`config.mk`:
```
export PLATFORM = sky130hd
export DESIGN_NAME = dff_bank_arbiter
export DESIGN_NICKNAME = d
export VERILOG_FILES = /design/src/rtl/dff_bank_arbiter_pkg.sv /design/src/rtl/dff_bank_arbiter_bank.sv /design/src/rtl/dff_bank_arbiter.sv
export SDC_FILE = /design/constraint.sdc
export NUM_CORES = 1
export LEC_CHECK = 0
export CORE_AREA = 2 2 83 85
export DETAILED_ROUTE_END_ITERATION = 10
export DIE_AREA = 0 0 85 87
export PLACE_DENSITY = 0.61
export SLEW_MARGIN = 20
export SYNTH_ARGS = -nofsm -noshare
export SYNTH_HDL_FRONTEND = slang
export SYNTH_SLANG_ARGS = --single-unit
```
`constraint.sdc`:
```
create_clock -name clk -period 1.8 [get_ports clk]
set_input_delay 0.18 -clock clk [delete_from_list [all_inputs] [get_ports clk]]
set_output_delay 0.18 -clock clk [all_outputs]
set_load 0.02 [all_outputs]
```
`src/rtl/dff_bank_arbiter_pkg.sv`:
```
// Shared types and defaults for the round-robin arbiter that serialises writes
// into a single enable-register bank.
package dff_bank_arbiter_pkg;

  localparam int DEF_N_REQ = 4;
  localparam int DEF_WIDTH = 8;

  typedef enum logic [1:0] {
    ST_IDLE  = 2'd0,
    ST_GRANT = 2'd1,
    ST_WRITE = 2'd2,
    ST_ACK   = 2'd3
  } state_e;

  // Round-robin pick: first set bit searching upward from ptr, wrapping at n.
  function automatic logic [2:0] rr_pick(input logic [7:0] req, input logic [2:0] ptr, input int n);
    logic [2:0] pick;
    logic       found;
    int         idx;
    pick  = 3'd0;
    found = 1'b0;
    for (int i = 0; i < 8; i++) begin
      idx = (int'(ptr) + i) % n;
      if (!found && (i < n) && req[idx[2:0]]) begin
        pick  = idx[2:0];
        found = 1'b1;
      end else begin
        found = found;
      end
    end
    return pick;
  endfunction

endpackage

```
`src/rtl/dff_bank_arbiter_bank.sv`:
```
// Shared register storage: WIDTH enable flip-flops with async active-low reset.
module dff_bank
  import dff_bank_arbiter_pkg::*;
#(
  parameter int WIDTH = DEF_WIDTH
) (
  input  logic             clk,
  input  logic             rst,
  input  logic             en,
  input  logic [WIDTH-1:0] d,
  output logic [WIDTH-1:0] q
);

  // Storage register, loaded only when enabled.
  always_ff @(posedge clk or negedge rst) begin
    if (!rst) begin
      q <= '0;
    end else if (en) begin
      q <= d;
    end else begin
      q <= q;
    end
  end

endmodule

```
`src/rtl/dff_bank_arbiter.sv`:
```
// Round-robin arbiter: grants one requester, latches its data, writes it into
// the shared bank for one cycle and acknowledges; fixed 4-cycle transaction.
module dff_bank_arbiter
  import dff_bank_arbiter_pkg::*;
#(
  parameter int N_REQ = DEF_N_REQ,
  parameter int WIDTH = DEF_WIDTH
) (
  input  logic                   clk,
  input  logic                   rst,
  input  logic [N_REQ-1:0]       req,
  input  logic [N_REQ*WIDTH-1:0] wdata,
  output logic [N_REQ-1:0]       gnt,
  output logic [N_REQ-1:0]       ack,
  output logic [WIDTH-1:0]       q,
  output logic                   busy
);

  localparam int IDXW = (N_REQ > 1) ? $clog2(N_REQ) : 1;
  localparam logic [N_REQ-1:0] ONE = {{(N_REQ-1){1'b0}}, 1'b1};

  state_e           state_q, state_d;
  logic [IDXW-1:0]  winner_q, winner_d;
  logic [IDXW-1:0]  ptr_q, ptr_d;
  logic [IDXW-1:0]  pick_s;
  logic [WIDTH-1:0] hold_q, hold_d;
  logic [N_REQ-1:0] gnt_q, gnt_d;
  logic [N_REQ-1:0] ack_q, ack_d;
  logic             busy_q, busy_d;
  logic             bank_en_s;

  assign pick_s = IDXW'(rr_pick(8'(req), 3'(ptr_q), N_REQ));

  // Next-state, winner/pointer/hold updates and registered-output decode.
  always_comb begin
    state_d  = state_q;
    winner_d = winner_q;
    ptr_d    = ptr_q;
    hold_d   = hold_q;
    case (state_q)
      ST_IDLE: begin
        if (req != '0) begin
          state_d  = ST_GRANT;
          winner_d = pick_s;
        end else begin
          state_d = ST_IDLE;
        end
      end
      ST_GRANT: begin
        hold_d = wdata[winner_q*WIDTH +: WIDTH];
        // A winner that withdrew before the write aborts without moving ptr.
        if (req[winner_q]) begin
          state_d = ST_WRITE;
        end else begin
          state_d = ST_IDLE;
        end
      end
      ST_WRITE: begin
        state_d = ST_ACK;
      end
      ST_ACK: begin
        state_d = ST_IDLE;
        ptr_d   = (winner_q == IDXW'(N_REQ - 1)) ? '0 : winner_q + IDXW'(1);
      end
      default: begin
        state_d = ST_IDLE;
      end
    endcase

    gnt_d  = ((state_d == ST_GRANT) || (state_d == ST_WRITE)) ? (ONE << winner_d) : '0;
    ack_d  = (state_d == ST_ACK) ? (ONE << winner_d) : '0;
    busy_d = (state_d != ST_IDLE);
  end

  // State, arbitration bookkeeping and output registers.
  always_ff @(posedge clk or negedge rst) begin
    if (!rst) begin
      state_q  <= ST_IDLE;
      winner_q <= '0;
      ptr_q    <= '0;
      hold_q   <= '0;
      gnt_q    <= '0;
      ack_q    <= '0;
      busy_q   <= 1'b0;
    end else begin
      state_q  <= state_d;
      winner_q <= winner_d;
      ptr_q    <= ptr_d;
      hold_q   <= hold_d;
      gnt_q    <= gnt_d;
      ack_q    <= ack_d;
      busy_q   <= busy_d;
    end
  end

  assign bank_en_s = (state_q == ST_WRITE);

  dff_bank #(.WIDTH(WIDTH)) u_bank (
    .clk (clk),
    .rst (rst),
    .en  (bank_en_s),
    .d   (hold_q),
    .q   (q)
  );

  assign gnt  = gnt_q;
  assign ack  = ack_q;
  assign busy = busy_q;

endmodule

```
==> run metrics <==
postcts setup bufs=0; Clk Latency, worst-skew pair=270 ps; worst endpoint required time=1980 ps; Async SR Flop Fraction=100%; wire length per cell=14.0 um; reg2reg path depth=6; die area=0.00740 mm2; final WL=3.91 mm; vias in the first global route=1391; kind of critical path=in -> reg; core area=0.00657 mm2; Top Ports=55; Pre-antenna DRT Iters=4; Hold-fix buffers, CTS=0; RSZ-0062 raised after global routing=false; P&R area growth vs syn=49.4%; Final Skew=5.30 ps; Synth area leaders=dfrtp_1 (49%), mux4_2 (10%), nand2_1 (7.6%); DR vias/cell=4.50; status=finished clean; Cells after Synth=136; reg-to-reg critical path startpoint=winner_q[0]; fillcell total=654; flop-to-flop setup slack=130 ps; GR Overflow Total=0; post-route minimum period=1670 ps; post-synth top area share=49.0%; CP endpoint kind=register; worst-path maximum fanout=5; first-pass GRT wire length=6.52 mm; period utilisation layout=92.7%; footprint of the multi-input gates=768 um2; drt drc=0; DR iter-0 viols=29; Max Cap Viol=0; layout cells sized above 1=20.6%; Critical Path Source=req[3]; worst slew pin tran=763 ps; total CTS buffers=5; Synth warnings=0; CTS root buffer=clkbuf_8; clk slew on worst S/H paths=70 ps; Post-synth EDFFs=0; H-tree depth=2; area occupied by registers=777 um2; critical path arrival=1840 ps; CTS Buffer Depth=2; TritonCTS clock tree=done; Die Ht=87 um; CP startpoint kind=primary input; port bufs=54; final hold violation count=0; Pwr Total=3.68 mW; antenna viol nets, final=0; dpl cells=272; initial core utilization=24.1%; fin util=36.0%; PD cells=1560 mW/mm2; LEAKAGE=1.03 nW; Sink Count=31; Final Max Tran Viols=0; Hold Crit Class=in -> async; detailed placement HPWL=2.81 mm; Nets=239; DIE WIDTH=85 um; sequential-to-total area share from yosys stat=49.0%; worst r2r dst=gnt[0]; fin cells=279; syn_nets=176; maximum VDD drop=0.559 mV; Avg Inst Size Synth=11.6 um2; Distinct cells, synth=33; gpl congestion=0.813; antenna fix cells=0; initial antenna violation count=0; Total GRT Usage=11.5%; pin count of the biggest net entering global routing=32; DR vias=1256; mapped cell area=0.00158 mm2; Row Count=30; Post-CTS Resized=0; area leader, netlist=dfrtp_1; endpoints failing setup=0; Slew headroom=49.0%; register bit total from synthesis=31; fmax=599 MHz; top_reg_cell synth=dfrtp_1
==> power by group <==
group          switching (mW)  internal (mW)
clock                   0.247          0.300
sequential              0.187           1.00
combinational           0.931           1.02
total                    1.36           2.32
==> metal layers <==
layer  GRT usage [%]  part of all wire, %
met1            13.2                   43
met2            19.8                   49
met3            3.98                  6.1
met4            4.47                  2.0
met5               0                    0
==> layout make-up <==
| type | count | share of cell area [%] |
|---|---|---|
| clock inverters | 1 | 0.212 |
| multi-input cells | 93 | 32.5 |
| well taps | 80 | 4.23 |
| clock buffers | 6 | 3.49 |
| inverters | 4 | 0.635 |
| repair buffers | 64 | 26.1 |
| flip-flops and latches | 31 | 32.8 |
==> logic make-up after synthesis <==
kind of cell / Yosys count / share of synthesized area [%]
simple gates: 55 / 16.3
flops: 31 / 49.0
mux: 19 / 21.0
compound gates: 17 / 8.61
buf+inv: 12 / 3.55
fa+ha+maj: 2 / 1.58
==> cell usage in the layout (no fill, tap or decap), types with 2 or more instances in the layout <==
cell and instances:
clkdlybuf4s50_1 53, nand2_1 32, dfrtp_1 30, buf_4 10
mux4_2 7, mux2_4 7, clkbuf_8 6, nor2_1 5
nor2b_1 4, inv_1 4, o31ai_1 4, nand3_1 3
mux2_2 3, o211ai_1 2, o21ai_1 2, o21ai_0 2
nand2b_1 2, o211a_1 2, nor3_1 2, nand4b_1 2
==> cell usage after synthesis, drive strengths merged (2+ instances only) <==
library cell  number
dfrtp             31
nor2               5
mux2              10
nor2b              4
nor3               2
nand3              3
o31ai              4
mux4               8
inv                4
nand2b             2
o211ai             2
nand2             32
buf                4
nand4b             2
clkbuf             4
o211a              2
ha                 2
o21ai              4
==> sequential cells by signal, summed over array words and instances, names as in the netlist <==
name	cells
hold_q	8
u_bank.q	8
ack	4
gnt	4
ptr_q	2
state_q	2
winner_q	2
busy	1
==> worst max path at each step <==
stage	endpoint	slack, ps
6_report	gnt[0]	130
5_1_grt	hold_q[0]	10
4_1_cts	gnt[1]	40
3_5_place_dp	gnt[1]	-250
3_3_place_gp	gnt[2]	-180
2_1_floorplan	gnt[3]	20
==> worst max-delay path, stage by stage <==
cell,delay (ps)
clkdlybuf4s50_1,530
nor4_2,60
nor2b_1,120
or2_2,310
ha_4,300
nand2_1,110
o31ai_1,240
==> through the flow <==
stage          setup WS, ps  instance area, um2  hold slack, ps  TNS, ps
2_1_floorplan          18.2                1580            -116        0
3_3_place_gp           -182                2260             448     -707
3_5_place_dp           -248                2260             452     -959
4_1_cts                43.3                2350             323        0
5_1_grt                13.1                2370             341        0
6_report                132                2370             310        0
Power figures use the tool's default switching activity.
